`src/rtl/uart1_pkg.sv`:
```
// Shared constants for the uart1 receiver and transmitter.
// Holds the state encoding, the default bit period and the data width.
package uart1_pkg;

    localparam int CLKS_PER_BIT_DEF = 16;
    localparam int DATA_BITS        = 8;

    typedef enum logic [2:0] {
        ST_IDLE      = 3'd0,
        ST_START     = 3'd1,
        ST_DATA      = 3'd2,
        ST_STOP      = 3'd3,
        ST_WAIT_HIGH = 3'd4
    } uart1_state_e;

endpackage

```
`src/rtl/uart1_rx_if.sv`:
```
// Serial-in / byte-out signal bundle of the uart1 receiver.
interface uart1_rx_if;
    import uart1_pkg::*;

    logic                 rx1;
    logic [DATA_BITS-1:0] data_out;
    logic                 data_valid;
    logic                 frame_err;
    logic                 busy;

    modport slave  (input rx1, output data_out, data_valid, frame_err, busy);
    modport master (output rx1, input data_out, data_valid, frame_err, busy);

endinterface

```
`src/rtl/uart1_sync.sv`:
```
// Two-flop synchronizer for the serial line plus a falling-edge detector.
module uart1_sync (
    input  logic clk,
    input  logic rst,
    input  logic rx_i,
    output logic rx_s_o,
    output logic fall_o
);

    logic meta_q, sync_q, prev_q;

    // Flops reset to the idle-high level so release never fakes a start edge.
    always_ff @(posedge clk or negedge rst) begin
        if (!rst) begin
            meta_q <= 1'b1;
            sync_q <= 1'b1;
            prev_q <= 1'b1;
        end else begin
            meta_q <= rx_i;
            sync_q <= meta_q;
            prev_q <= sync_q;
        end
    end

    assign rx_s_o = sync_q;
    assign fall_o = prev_q & ~sync_q;

endmodule

```
`src/rtl/uart1_rx.sv`:
```
// 8N1 UART receiver: start-bit check at mid bit, then one sample per bit period.
module uart1_rx
    import uart1_pkg::*;
#(
    parameter int CLKS_PER_BIT = CLKS_PER_BIT_DEF
) (
    input  logic       clk,
    input  logic       rst,
    uart1_rx_if.slave  bus
);

    localparam int             CW       = $clog2(CLKS_PER_BIT);
    localparam int             BW       = $clog2(DATA_BITS);
    localparam logic [CW-1:0]  CNT_HALF = CW'(CLKS_PER_BIT / 2 - 1);
    localparam logic [CW-1:0]  CNT_FULL = CW'(CLKS_PER_BIT - 1);
    localparam logic [BW-1:0]  BIT_LAST = BW'(DATA_BITS - 1);

    logic rx_s, fall;

    uart1_sync u_sync (
        .clk    (clk),
        .rst    (rst),
        .rx_i   (bus.rx1),
        .rx_s_o (rx_s),
        .fall_o (fall)
    );

    uart1_state_e         state_q;
    logic [CW-1:0]        cnt_q;
    logic [BW-1:0]        bit_q;
    logic [DATA_BITS-1:0] shift_q;
    logic [DATA_BITS-1:0] data_q;
    logic                 valid_q;
    logic                 ferr_q;

    always_ff @(posedge clk or negedge rst) begin
        if (!rst) begin
            state_q <= ST_IDLE;
            cnt_q   <= '0;
            bit_q   <= '0;
            shift_q <= '0;
            data_q  <= '0;
            valid_q <= 1'b0;
            ferr_q  <= 1'b0;
        end else begin
            valid_q <= 1'b0;
            ferr_q  <= 1'b0;
            case (state_q)
                ST_IDLE: begin
                    if (fall) begin
                        state_q <= ST_START;
                        cnt_q   <= '0;
                    end
                end
                ST_START: begin
                    if (cnt_q == CNT_HALF) begin
                        cnt_q   <= '0;
                        bit_q   <= '0;
                        // A line back high at mid start bit was only a glitch.
                        state_q <= rx_s ? ST_IDLE : ST_DATA;
                    end else begin
                        cnt_q <= cnt_q + 1'b1;
                    end
                end
                ST_DATA: begin
                    if (cnt_q == CNT_FULL) begin
                        cnt_q   <= '0;
                        shift_q <= {rx_s, shift_q[DATA_BITS-1:1]};
                        bit_q   <= bit_q + 1'b1;
                        if (bit_q == BIT_LAST) state_q <= ST_STOP;
                    end else begin
                        cnt_q <= cnt_q + 1'b1;
                    end
                end
                ST_STOP: begin
                    if (cnt_q == CNT_FULL) begin
                        cnt_q <= '0;
                        if (rx_s) begin
                            data_q  <= shift_q;
                            valid_q <= 1'b1;
                            state_q <= ST_IDLE;
                        end else begin
                            ferr_q  <= 1'b1;
                            state_q <= ST_WAIT_HIGH;
                        end
                    end else begin
                        cnt_q <= cnt_q + 1'b1;
                    end
                end
                ST_WAIT_HIGH: begin
                    // A break only reports once; resume after the line idles.
                    if (rx_s) state_q <= ST_IDLE;
                end
                default: state_q <= ST_IDLE;
            endcase
        end
    end

    assign bus.data_out   = data_q;
    assign bus.data_valid = valid_q;
    assign bus.frame_err  = ferr_q;
    assign bus.busy       = (state_q != ST_IDLE);

endmodule

```
`src/flat_wrapper.sv`:
```
// flat-port wrapper written by rule: the top's interface ports become plain ports
module uart1_rx_flat import uart1_pkg::*;
#(
    parameter int CLKS_PER_BIT = CLKS_PER_BIT_DEF
)
  (clk, rst, bus_rx1, bus_data_out, bus_data_valid, bus_frame_err, bus_busy);
  uart1_rx_if bus_i ();
  input  logic clk;
  input  logic rst;
  input wire logic [$bits(bus_i.rx1)-1:0] bus_rx1;
  output wire logic [$bits(bus_i.data_out)-1:0] bus_data_out;
  output wire logic [$bits(bus_i.data_valid)-1:0] bus_data_valid;
  output wire logic [$bits(bus_i.frame_err)-1:0] bus_frame_err;
  output wire logic [$bits(bus_i.busy)-1:0] bus_busy;
  assign bus_i.rx1 = bus_rx1;
  assign bus_data_out = bus_i.data_out;
  assign bus_data_valid = bus_i.data_valid;
  assign bus_frame_err = bus_i.frame_err;
  assign bus_busy = bus_i.busy;
  uart1_rx #(.CLKS_PER_BIT(CLKS_PER_BIT)) u_core (.clk(clk), .rst(rst), .bus(bus_i));
endmodule
```
`config.mk`:
```
export PLATFORM = sky130hd
export DESIGN_NAME = uart1_rx_flat
export DESIGN_NICKNAME = d
export VERILOG_FILES = /design/src/rtl/uart1_pkg.sv /design/src/rtl/uart1_rx_if.sv /design/src/rtl/uart1_sync.sv /design/src/rtl/uart1_rx.sv /design/src/flat_wrapper.sv
export SDC_FILE = /design/constraint.sdc
export NUM_CORES = 1
export LEC_CHECK = 0
export BUFFER_PORTS_ARGS = -buffer_cell sky130_fd_sc_hd__buf_2
export CAP_MARGIN = 40
export CORE_MARGIN = 3
export CORE_UTILIZATION = 50
export CTS_BUF_LIST = sky130_fd_sc_hd__clkbuf_8
export CTS_CLUSTER_DIAMETER = 80
export CTS_CLUSTER_SIZE = 25
export DETAILED_ROUTE_END_ITERATION = 12
export PLACE_DENSITY_LB_ADDON = 0.12
export SLEW_MARGIN = 25
export SYNTH_ARGS = -nofsm -noshare
export SYNTH_HDL_FRONTEND = slang
export SYNTH_HIERARCHICAL = 1
export SYNTH_SLANG_ARGS = --single-unit
```
`constraint.sdc`:
```
create_clock -name clk -period 1.5 [get_ports clk]
set_input_delay 0.15 -clock clk [delete_from_list [all_inputs] [get_ports clk]]
set_output_delay 0.15 -clock clk [all_outputs]
set_load 0.01 [all_outputs]
```
# Word level (Yosys, flattened, before mapping)

Index checks and enable logic that the tools add are counted.

Add/sub/neg operators: 2
Multiplexer cells: 22
Reduce and logical (&&, ||, !) cells: 10
Bitwise operators: 2
Equality and inequality tests: 13

Operator list:

| kind                                                             | number |
|---|---|
| 3-bit two-way mux                                                | 9 |
| 3-bit case mux with 5 select lines                               | 1 |
| 4-bit two-way mux                                                | 3 |
| 4-bit case mux with 3 select lines                               | 1 |
| 2-bit by 1-bit != test with 1-bit output (second input constant) | 5 |
| 3-bit by 2-bit == test with 1-bit output (second input constant) | 2 |
| 3-bit == test (second input constant)                            | 2 |
| 1-bit two-way mux                                                | 6 |
| 3-bit case mux with 2 select lines                               | 1 |
| 3-bit AND reduction                                              | 2 |
| 6-bit AND reduction                                              | 1 |
| 3-bit nonzero test                                               | 2 |
| 4-bit by 1-bit adder with 4-bit output (second input constant)   | 1 |
| 4-bit by 3-bit == test with 1-bit output (second input constant) | 1 |
| 4-bit == test (second input constant)                            | 1 |
| 2-bit AND reduction                                              | 2 |
| 3-bit by 1-bit adder with 3-bit output (second input constant)   | 1 |
| 3-bit by 1-bit == test with 1-bit output (second input constant) | 1 |
| 3-bit zero test                                                  | 1 |
| 2-bit two-way mux                                                | 1 |
| 2-bit != test (second input constant)                            | 1 |
| 2-bit nonzero test                                               | 1 |
| 2-bit OR reduction                                               | 1 |
| 1-bit bitwise AND                                                | 1 |
| 1-bit inverter                                                   | 1 |

Register bits: 31
Output and inout bits: 11
Word-level logic and storage cells: 59

# Depth between registers and ports, before layout

Gate-level depths: netlist of run 1.

Depth in word-level cells: 4
Mapped depth: 5
Mapped depth without buffers: 4

# By module

The synthesis of run 1 kept the hierarchy.

Modules (own cells, without submodules):

| module     | times used | area an instance (µm²) | sequential area each (µm²) | cells each |
|---|---|---|---|---|
| uart1_rx   | 1          | 1272.5                 | 700.7                      | 95 |
| uart1_sync | 1          | 92.6                   | 78.8                       | 4 |

# Worst setup path after synthesis of run 1

OpenSTA, ideal clock, no wires.

Path type: reg2reg
Start: reg u_core.cnt_q[0]
End: reg u_core.shift_q[0]
Library setup time: 0.125 ns
Slack: -0.022 ns
Period minus slack after synthesis: 1.522 ns
Data arrival time: 1.397 ns
Data required time: 1.375 ns
Buffers on the path: 1
Stages on the path, launching flop included: 6
Path through: dfrtp_1 -> ha_1 -> and3b_4 -> and2_4 -> buf_6 -> mux2_4

Cells in the longest elaborated chain, start to end: 2

RTL lines:

| item                          | RTL line       | source |
|---|---|---|
| from (decl)                   | uart1_rx.sv:29 | `logic [CW-1:0] cnt_q;` |
| from (signal assigned)        | uart1_rx.sv:62 | `cnt_q <= cnt_q + 1'b1;` |
| from (signal assigned)        | uart1_rx.sv:72 | `cnt_q <= cnt_q + 1'b1;` |
| from (signal assigned)        | uart1_rx.sv:87 | `cnt_q <= cnt_q + 1'b1;` |
| 4-bit == test                 | uart1_rx.sv:66 | `if (cnt_q == CNT_FULL) begin` |
| 2-bit AND reduction (no line) | n/a            |  |
| to (signal assigned)          | uart1_rx.sv:68 | `shift_q <= {rx_s, shift_q[DATA_BITS-1:1]};` |
| to (decl)                     | uart1_rx.sv:31 | `logic [DATA_BITS-1:0] shift_q;` |

No other way between the ends.
A chain may end at the register's enable or synchronous reset.

# Worst setup path after layout of run 1

Start: reg u_core.cnt_q[0]
End: reg u_core.shift_q[7]

Same word-level chain as after synthesis.

==> impl_metrics.tcl, run 1 <==
set metrics [dict create \
    start_kind "flip-flop" \
    synth_top_family_by_area "multiplexers" \
    worst_ep_required_time_ns 1.66 \
    max_cap_violations 0 \
    cts-buffers-inserted 5 \
    gp_congestion 0.7945 \
    yosys_warnings 6 \
    root_buffer "clkbuf_8" \
    std_cell_rows 18 \
    synth_top_cells_by_area "dfrtp_1, mux2_2, mux2_4" \
    r2r_worst_path_depth 4 \
    design.core.area_um2 2545 \
    drt_wl_total_mm 2.204 \
    layout_min_cycle_time_ns 1.494 \
    fmax_mhz 669.4 \
    timing.setup.critical_path_class "flip-flop to flip-flop" \
    synth_fa_ha_area_share_pct 2.750 \
    drt-wirelength-per-cell_um 14.31 \
    cp.arrival_ns 1.65 \
    syn2layout_area_growth_pct 19.07 \
    clkTransAtPathRegs_ns 0.06 \
    post_cts.repair.setup_buffers 0 \
    count_of_mapped_cells_out_of_synthesis 99 \
    number_of_drc_markers_in_iteration_0 15 \
    chipHeight_um 58.25 \
    post_synth_xor_area_fraction_pct 0.6416 \
    simple_gate_share_of_the_synthesized_area_pct 11.18 \
    layout-drive-gt1-share_pct 46.77 \
    synthesis.area_um2 1365 \
    rsz0062_at_grt "yes" \
    initial_antenna_violation_count 0 \
    timing.critical_path.to "u_core/shift_q[7]$_DFFE_PN0P_" \
    synth_mux_area_share_pct 17.60 \
    slew-limit-headroom_pct 56.02 \
    setup.reg_to_reg.worst_slack_ns 0.006 \
    dieWidth_um 58.25 \
    globalRouteOverflowTotal 0 \
    grt_pass1_wl_mm 3.836 \
    setup_viol 0 \
    cts_tree "yes" \
    irDropWorstVdd_mv 1.251 \
    numClockSinks 31 \
    starting_utilization_of_the_core_area_pct 53.64 \
    grt_pass1_vias 840 \
    final_min_period_over_clock_period_pct 99.59 \
    fin_skew_ns 0.005193 \
    detailedRoute.firstPassIterationCount 4 \
    grt_use_total_pct 15.92 \
    critPathBufInv 0 \
    leakage_nw 0.8333 \
    ios 14 \
    highest_cell_delay_on_the_worst_timing_path_ns 0.36 \
    fin_tns_setup_ns 0 \
    place.detailed.hpwl_mm 1.554 \
    finalHoldViolCount 0 \
    worst_path_dominant_cell_family "simple AND/OR/NAND/NOR gates" \
    syn_nets 105 \
    worst-path-stages 4 \
    hold_slack_ns 0.3557 \
    worstPathMaxFanout 11 \
    number_of_storage_elements_in_the_synthesis_netlist 31 \
    critical_path.reg2reg.startpoint "u_core/cnt_q[0]$_DFFE_PN0P_" \
    route.vias.total 829 \
    synth_compound_gate_area_share_pct 7.241 \
    final_max_slew_viol_count 0 \
    antenna-diode-count 0 \
    clock_path_buffers 2 \
    port-buffer-count 13 \
    end_kind "flip-flop" \
    remaining_drcs 0 \
    path_cells "ha_2 -> and3b_4 -> and2_4 -> mux2_2" \
    hold_class "flip-flop to flip-flop" \
    post_route_antenna_net_violation_count 0 \
    worst_margin_pin_slew_ns 0.6598 \
    yosysSeqAreaShare_pct 57.10 \
    number_of_nets_in_the_finished_design 129 \
    die_area_um2 3393 \
    grt_start_max_net_pins 32 \
    outcome "completed" \
    critPathLaunch "u_core/cnt_q[0]$_DFFE_PN0P_" \
    synth_largest_area_cell "dfrtp_1" \
    worst_r2r_endpoint "u_core/shift_q[7]$_DFFE_PN0P_" \
    cts_htree_levels 2 \
    power_per_cell_area_nw_per_um2 1470 \
    ys_types 33 \
    route.detailed.vias_per_inst 5.383 \
    clock_insertion_delay_worst_skew_ns 0.28 \
    synth_area_per_cell_um2 13.79 \
    crit_path_top_delay_cell "dfrtp_1" \
    synth_top_cell_area_share_pct 51.33 \
]
[state kept, by name, summed over array words and instances (netlist names), 3 cells and up]
signal / flops
u_core/cnt_q: 4
u_core/shift_q: 8
u_core/bus.data_out: 8
u_core/state_q: 3
u_core/bit_q: 3
[routing by layer]
metal / routed length [um] / GRT usage, %
met5: 0 / 0
met4: 46 / 8.940
met3: 108 / 6.682
met2: 1022 / 22.74
met1: 1025 / 20.32
[worst reg2reg max path: cells and delay by family (launching register included)]
family / cells / cell delay (ns)
DFF: 1 / 0.36
and+or+nand+nor: 2 / 0.49
adders and majority gates: 1 / 0.18
muxes: 1 / 0.35
[cells in the mapped netlist (all sizes together)]
| cell type | count |
|---|---|
| o21ai | 1 |
| or3 | 1 |
| and3b | 2 |
| or2 | 1 |
| o21bai | 1 |
| a22o | 4 |
| a32o | 1 |
| nor3b | 2 |
| mux2 | 19 |
| ha | 3 |
| buf | 4 |
| clkbuf | 1 |
| nor2 | 5 |
| xnor2 | 1 |
| nand4 | 1 |
| dfrtp | 28 |
| nand3 | 4 |
| o2bb2ai | 1 |
| a21oi | 3 |
| nor2b | 1 |
| o211a | 1 |
| and3 | 1 |
| inv | 3 |
| dfstp | 3 |
| o31ai | 1 |
| and2 | 2 |
| nor3 | 2 |
| nand2 | 2 |
[logic make-up (layout without fill, tap and decap cells)]
kind of cell | count (synthesis) | after routing
compound gates | 13 | 13
flops | 31 | 31
buf+inv | 8 | 33
simple gates | 24 | 24
xor+xnor | 1 | 1
mux | 19 | 19
fa+ha+maj | 3 | 3
[area by class of cell]
type / instances / area (um2)
clock buffer: 6 / 82.58
timing repair buffer: 22 / 137.6
tap: 30 / 37.54
sequential: 31 / 780.7
clock inverter: 2 / 35.03
fill: 207 / 919.6
inverter: 3 / 11.26
multi-input combinational: 60 / 540.5
[per-stage QoR]
stage	cells	setup WS, ns	utilization (%)	cell area (um2)	total power [W]
6_report	154	0.006133	63.86	1625	0.002389
5_1_grt	154	-0.07017	63.86	1625	0.002531
4_1_cts	154	0.005044	63.82	1624	0.002415
3_5_place_dp	144	0.02182	58.41	1486	0.001570
3_3_place_gp	144	0.05452	58.41	1486	0.001547
2_1_floorplan	99	0.0008610	-	1368	0.001409
[report_power, final]
part / switching [W] / leakage (nW) / internal [W] / total [W]
clock network: 0.000287 / 0.0612 / 0.000536 / 0.000824
registers: 0.0000895 / 0.409 / 0.000931 / 0.00102
logic: 0.000254 / 0.363 / 0.000291 / 0.000545
[worst min-delay path by stage]
| stage | startpoint | end | slack (ns) | cells after the start |
|---|---|---|---|---|
| finish | u_core/u_sync/meta_q$_DFF_PN1_ | u_core/u_sync/rx_s_o$_DFF_PN1_ | 0.36 | 0 |
| floorplan | rst | u_core/bit_q[0]$_DFFE_PN0P_ | -0.15 | 0 |
| detailed placement | rst | u_core/cnt_q[2]$_DFFE_PN0P_ | 0.23 | 1 |
| CTS | u_core/u_sync/meta_q$_DFF_PN1_ | u_core/u_sync/rx_s_o$_DFF_PN1_ | 0.36 | 0 |
| global placement | rst | u_core/cnt_q[2]$_DFFE_PN0P_ | 0.22 | 1 |
| global route | u_core/u_sync/meta_q$_DFF_PN1_ | u_core/u_sync/rx_s_o$_DFF_PN1_ | 0.36 | 0 |
[cell usage in the layout, fill, tap and decap left out, types with 2 or more instances in the layout]
master         count
ha_1               2
dfrtp_1           27
inv_1              3
mux2_2            12
nor2_1             5
a21oi_1            3
buf_4              7
buf_2             13
dfstp_2            3
nor3b_1            2
nor3_1             2
nand2_1            2
nand3_1            3
mux2_4             7
a22o_1             4
dlygate4sd3_1      2
clkbuf_8           6
[timing repair]
item | CTS | global route
endpoints found under the setup margin | 0 | 17
hold buffers | 2 | 0
hold endpoints to repair | 29 | 0
gates resized for setup | 0 | 1
Note: power is estimated with default switching activity, not from simulation.
==> run 2: changes to the inputs <==
CORE_UTILIZATION = 35   (was 50)
SYNTH_HIERARCHICAL = default   (was 1)
==> impl_metrics.tcl, run 2 <==
set metrics [dict create \
    hold_slack_ns 0.3566 \
    layout_common_cells "dfrtp_1, mux2_4, buf_2, buf_4, clkbuf_8" \
    fin_skew_ns 0.003910 \
    initial_antenna_violation_count 0 \
    synth_largest_area_cell "dfrtp_1" \
    cts-buffers-inserted 5 \
    remaining_drcs 0 \
    ys_types 42 \
    leakage_nw 0.8868 \
    hold_class "flip-flop to flip-flop" \
    worst_ep_required_time_ns 1.66 \
    final.fill_count 343 \
    number_of_drc_markers_in_iteration_0 47 \
    cts_htree_levels 2 \
    std_cell_rows 22 \
    layout_commonest_cell "dfrtp_1" \
    final_max_slew_viol_count 0 \
    failing_checks "setup timing" \
    seq_power_share_pct 36.8 \
    cp.arrival_ns 1.70 \
    port-buffer-count 13 \
    root_buffer "clkbuf_8" \
    synth_area_per_cell_um2 13.87 \
    clock_path_buffers 2 \
    cts_tree "yes" \
    stdcell_area_um2 1827 \
    share_clk_of_total_power_pct 29.6 \
    rsz0062_at_grt "yes" \
    yosys_warnings 0 \
    totalPowerFinal_w 0.002831 \
    worst_slack_ns -0.03683 \
    postSynth.asyncResetShare_pct 100.0 \
    synth_top_cells_by_area "dfrtp_1, mux2_4, dfstp_2" \
    power.switching_fraction_pct 28.29 \
    drt-wirelength-per-cell_um 14.35 \
    power.internal_w 0.002030 \
    grt_pass1_wl_mm 4.533 \
    grt_pass1_vias 913 \
    max_cap_violations 0 \
    most_used_standard_cell_by_instance_count_after_synthesis "dfrtp_1" \
    synth_common_cells "dfrtp_1, mux2_4, a21oi_1" \
    design.core.area_um2 3826 \
    detailedRoute.firstPassIterationCount 4 \
    clkTransAtPathRegs_ns 0.06 \
    synth_top_cell_area_share_pct 48.11 \
    grt_use_total_pct 11.87 \
    number_of_nets_in_the_finished_design 144 \
    finalCoreUtilization_pct 47.74 \
    end_kind "flip-flop" \
    post_route_antenna_net_violation_count 0 \
    dpl_cell_area_um2 1634 \
    route.detailed.vias_per_inst 4.952 \
    syn_nets 111 \
    comb_power_share_pct 33.6 \
    irDropWorstVdd_mv 0.7237 \
    synthesis.area_um2 1456 \
    layout-drive-gt1-share_pct 44.60 \
    switchingPower_w 0.0008007 \
    outcome "complete, but fails checks" \
    chipHeight_um 70.51 \
    start_kind "flip-flop" \
    count_of_mapped_cells_out_of_synthesis 105 \
    drt_wl_total_mm 2.683 \
    ys_dominant_reg_cell "dfrtp_1" \
    fmax_mhz 650.7 \
    syn2layout_area_growth_pct 25.43 \
    slew-limit-headroom_pct 54.17 \
    finalHoldViolCount 0 \
    antenna-diode-count 0 \
    final_min_period_over_clock_period_pct 102.5 \
    globalRouteOverflowTotal 0 \
    numClockSinks 31 \
    worst_margin_pin_slew_ns 0.6874 \
    worstPathMaxFanout 8 \
    setup_viol 12 \
    dieWidth_um 70.51 \
    starting_utilization_of_the_core_area_pct 38.06 \
    clock_insertion_delay_worst_skew_ns 0.28 \
    number_of_synthesized_flops_with_an_enable_pin 0 \
    power_per_cell_area_nw_per_um2 1550 \
    die_area_um2 4971 \
    grt_start_max_net_pins 32 \
    number_of_storage_elements_in_the_synthesis_netlist 31 \
    setup.reg_to_reg.worst_slack_ns -0.04 \
    gp_congestion 0.7649 \
    place.detailed.hpwl_mm 1.849 \
    ios 14 \
    yosysSeqAreaShare_pct 53.52 \
    layout_min_cycle_time_ns 1.537 \
    timing.setup.critical_path_class "flip-flop to flip-flop" \
    route.vias.total 926 \
]
==> run 2: worst paths after layout <==
| check | endpoint | cells after the start | start |
|---|---|---|---|
| max in group asynchronous | u_core.cnt_q[3]$_DFFE_PN0P_ | 2 | rst |
| setup reg to reg | u_core.bus.data_out[7]$_DFFE_PN0P_ | 4 | u_core.cnt_q[1]$_DFFE_PN0P_ |
| setup / recovery | u_core.bus.data_out[7]$_DFFE_PN0P_ | 4 | u_core.cnt_q[1]$_DFFE_PN0P_ |
| hold / removal | u_core.u_sync.rx_s_o$_DFF_PN1_ | 0 | u_core.u_sync.meta_q$_DFF_PN1_ |
| min in group asynchronous | u_core.bus.data_out[0]$_DFFE_PN0P_ | 2 | rst |
| hold reg to reg | u_core.u_sync.rx_s_o$_DFF_PN1_ | 0 | u_core.u_sync.meta_q$_DFF_PN1_ |
==> run 2: critical path, cell delays in order, from the launching register on <==
cell     delay, ns
dfrtp_1       0.39
ha_4          0.15
and4b_4       0.23
and4_4        0.32
mux2_4        0.32
==> run 2: layout make-up <==
class,count,area [um2],share of cell area [%]
inverters,3,11.26,0.6164
multi-input cells,65,630.6,34.52
clock buffers,6,82.58,4.521
flip-flops and latches,31,779.5,42.67
clock inverters,2,35.03,1.918
repair buffers,32,227.7,12.47
well taps,48,60.06,3.288
==> run 2: power groups by stage <==
stage	clock (W)	sequential (W)	combinational, W
global placement	0	0.00105	0.000794
CTS	0.000866	0.00104	0.000857
detailed placement	0	0.00106	0.000824
floorplan	0	0.00105	0.000536
global route	0.000920	0.00105	0.00105
finish	0.000838	0.00104	0.000951
==> run 2: metrics by stage <==
stage,std cells,setup slack [ns],setup TNS (ns)
final,187,-0.03683,-0.2753
after floorplan,105,-0.04311,-0.5492
after global routing,187,-0.09388,-1.190
after detailed placement,172,-0.04970,-0.4860
after global placement,172,-0.01876,-0.1568
after CTS,183,-0.05363,-0.4883
==> run 2: timing repair <==
action,4_1_cts,5_1_grt
buffers inserted,1,4
gates resized for setup,0,5
hold buffers,2,0
endpoints found under the hold margin,29,0
setup endpoints to repair,18,20
pin swaps,2,1
==> run 2: kinds of logic after synthesis <==
group	count (synthesis)	synth area share, %
xor gates and xnor gates	2	1.203
buffers and inverters	9	4.209
AOI/OAI and AO/OA	21	10.48
adders and majority gates	3	2.578
DFF	31	53.52
and+or+nand+nor	21	10.31
muxes	18	17.70
==> run 2: routing by layer <==
layer  share of wire (%)  track usage (%)
met1                  45            15.50
met2                  49            17.98
met3                 4.4            3.885
met4                 1.7            5.106
met5                   0                0
==> run 3: changes to the inputs <==
SYNTH_HIERARCHICAL = 1   (was default)
==> impl_metrics.tcl, run 3 (synthesized netlist as in run 1, its figures left out) <==
set metrics [dict create \
    grt_pass1_vias 839 \
    starting_utilization_of_the_core_area_pct 36.73 \
    std_cell_rows 22 \
    grt_pass1_wl_mm 3.836 \
    gp_congestion 0.8073 \
    comb_power_share_pct 24.0 \
    final_min_period_over_clock_period_pct 96.75 \
    cts_tree "yes" \
    grt_start_max_net_pins 32 \
    power.internal_w 0.001799 \
    outcome "completed" \
    timing.setup.critical_path_class "flip-flop to output port" \
    irDropWorstVdd_mv 0.4984 \
    chipHeight_um 68.45 \
    switchingPower_w 0.0006599 \
    number_of_nets_in_the_finished_design 132 \
    max_cap_violations 0 \
    cts_htree_levels 2 \
    number_of_drc_markers_in_iteration_0 17 \
    dp.cells 162 \
    die_area_um2 4685 \
    drt_wl_total_mm 2.331 \
    finalHoldViolCount 0 \
    start_kind "flip-flop" \
    layout.cells.non_filler 175 \
    hold_class "flip-flop to flip-flop" \
    worstPathMaxFanout 10 \
    worst_ep_required_time_ns 1.35 \
    place.detailed.hpwl_mm 1.594 \
    post_route_antenna_net_violation_count 0 \
    layout_common_cells "dfrtp_1, buf_2, mux2_2" \
    clkTransAtPathRegs_ns 0.07 \
    grt_use_total_pct 11.39 \
    route.vias.total 844 \
    slew-limit-headroom_pct 53.80 \
    fin_skew_ns 0.006651 \
    numClockSinks 31 \
    ios 14 \
    antenna-diode-count 0 \
    detailedRoute.firstPassIterationCount 4 \
    final_max_slew_viol_count 0 \
    remaining_drcs 0 \
    worst_margin_pin_slew_ns 0.6931 \
    leakage_nw 0.8504 \
    end_kind "output port" \
    design.core.area_um2 3716 \
    clock_insertion_delay_worst_skew_ns 0.28 \
    drt-wirelength-per-cell_um 13.32 \
    port-buffer-count 13 \
    fin_tns_setup_ns 0 \
    power_per_cell_area_nw_per_um2 1456 \
    detailedPlace.worstSlack_ns 0.01104 \
    layout-drive-gt1-share_pct 48.03 \
    initial_antenna_violation_count 0 \
    globalRouteOverflowTotal 0 \
    route.detailed.vias_per_inst 4.823 \
    cts-buffers-inserted 5 \
    cp.arrival_ns 1.30 \
    layout_commonest_cell "dfrtp_1" \
    syn2layout_area_growth_pct 23.74 \
    clock_path_buffers 2 \
    power.switching_fraction_pct 26.83 \
    setup_viol 0 \
    root_buffer "clkbuf_8" \
    layout_min_cycle_time_ns 1.451 \
    seq_power_share_pct 42.0 \
    stdcell_area_um2 1689 \
    worst_slack_ns 0.04879 \
    dpl_cell_area_um2 1509 \
    fmax_mhz 689.1 \
    share_clk_of_total_power_pct 34.0 \
    hold_slack_ns 0.3554 \
    dieWidth_um 68.45 \
]
## run 3: cell types whose count changed in the layout (fill, tap and decap cells not counted), moves of 2 or more
cell | previous run | this run
mux2_4 | 15 | 8
nand3b_1 | 3 | 0
nor2_1 | 3 | 5
a21o_1 | 3 | 0
buf_4 | 13 | 7
mux2_2 | 1 | 11
o21ai_1 | 2 | 0
nor3_1 | 0 | 2
a22o_1 | 2 | 4
buf_6 | 4 | 2
## run 3: stage by stage
stage	power, W	util (%)
after floorplan	0.001409	-
after global placement	0.001552	40.61
after detailed placement	0.001573	40.61
after CTS	0.002430	44.51
after global routing	0.002606	45.45
final	0.002459	45.45
## run 3: final timing paths
path	startpoint	endpoint	slack (ns)	depth (start not counted)
max	u_core/state_q[2]$_DFFE_PN0P_	bus_busy	0.05	3
min	u_core/u_sync/meta_q$_DFF_PN1_	u_core/u_sync/rx_s_o$_DFF_PN1_	0.36	0
max reg2reg	u_core/cnt_q[0]$_DFFE_PN0P_	u_core/shift_q[0]$_DFFE_PN0P_	0.05	4
min reg2reg	u_core/u_sync/meta_q$_DFF_PN1_	u_core/u_sync/rx_s_o$_DFF_PN1_	0.36	0
max in group asynchronous	rst	u_core/state_q[1]$_DFFE_PN0P_	0.56	2
min in group asynchronous	rst	u_core/state_q[0]$_DFFE_PN0P_	0.45	2
## run 3: power by group through the flow
| stage | Combinational, W | Sequential (W) | Clock [W] |
|---|---|---|---|
| after detailed placement | 0.000531 | 0.00104 | 0 |
| after CTS | 0.000540 | 0.00103 | 0.000863 |
| after floorplan | 0.000420 | 0.000989 | 0 |
| final | 0.000590 | 0.00103 | 0.000836 |
| after global routing | 0.000655 | 0.00105 | 0.000903 |
| after global placement | 0.000517 | 0.00103 | 0 |
## run 3: area by class of cell
| cell class | count | area (um2) |
|---|---|---|
| Multi-Input combinational cell | 61 | 559.3 |
| Fill cell | 359 | 2027 |
| Clock inverter | 2 | 35.03 |
| Tap cell | 48 | 60.06 |
| Clock buffer | 6 | 82.58 |
| Timing Repair Buffer | 24 | 160.2 |
| Sequential cell | 31 | 780.7 |
| Inverter | 3 | 11.26 |
## run 3: repair_timing
item	4_1_cts	5_1_grt
gates cloned	1	0
endpoints found under the setup margin	1	10
endpoints found under the hold margin	29	0
resized for setup	0	5
setup buffers	0	2
pin swaps	0	2
hold buffers	2	0
## run 3: per-layer routing
layer | GRT usage (%) | routed length (um)
met1 | 14.46 | 1110
met2 | 16.92 | 1106
met3 | 4.926 | 100
met4 | 4.467 | 12
met5 | 0 | 0
## run 3: worst max-delay path: stages, from the launching register on
cell and delay [ns]:
dfrtp_1 0.40, buf_6 0.15, or3_1 0.34, buf_2 0.15
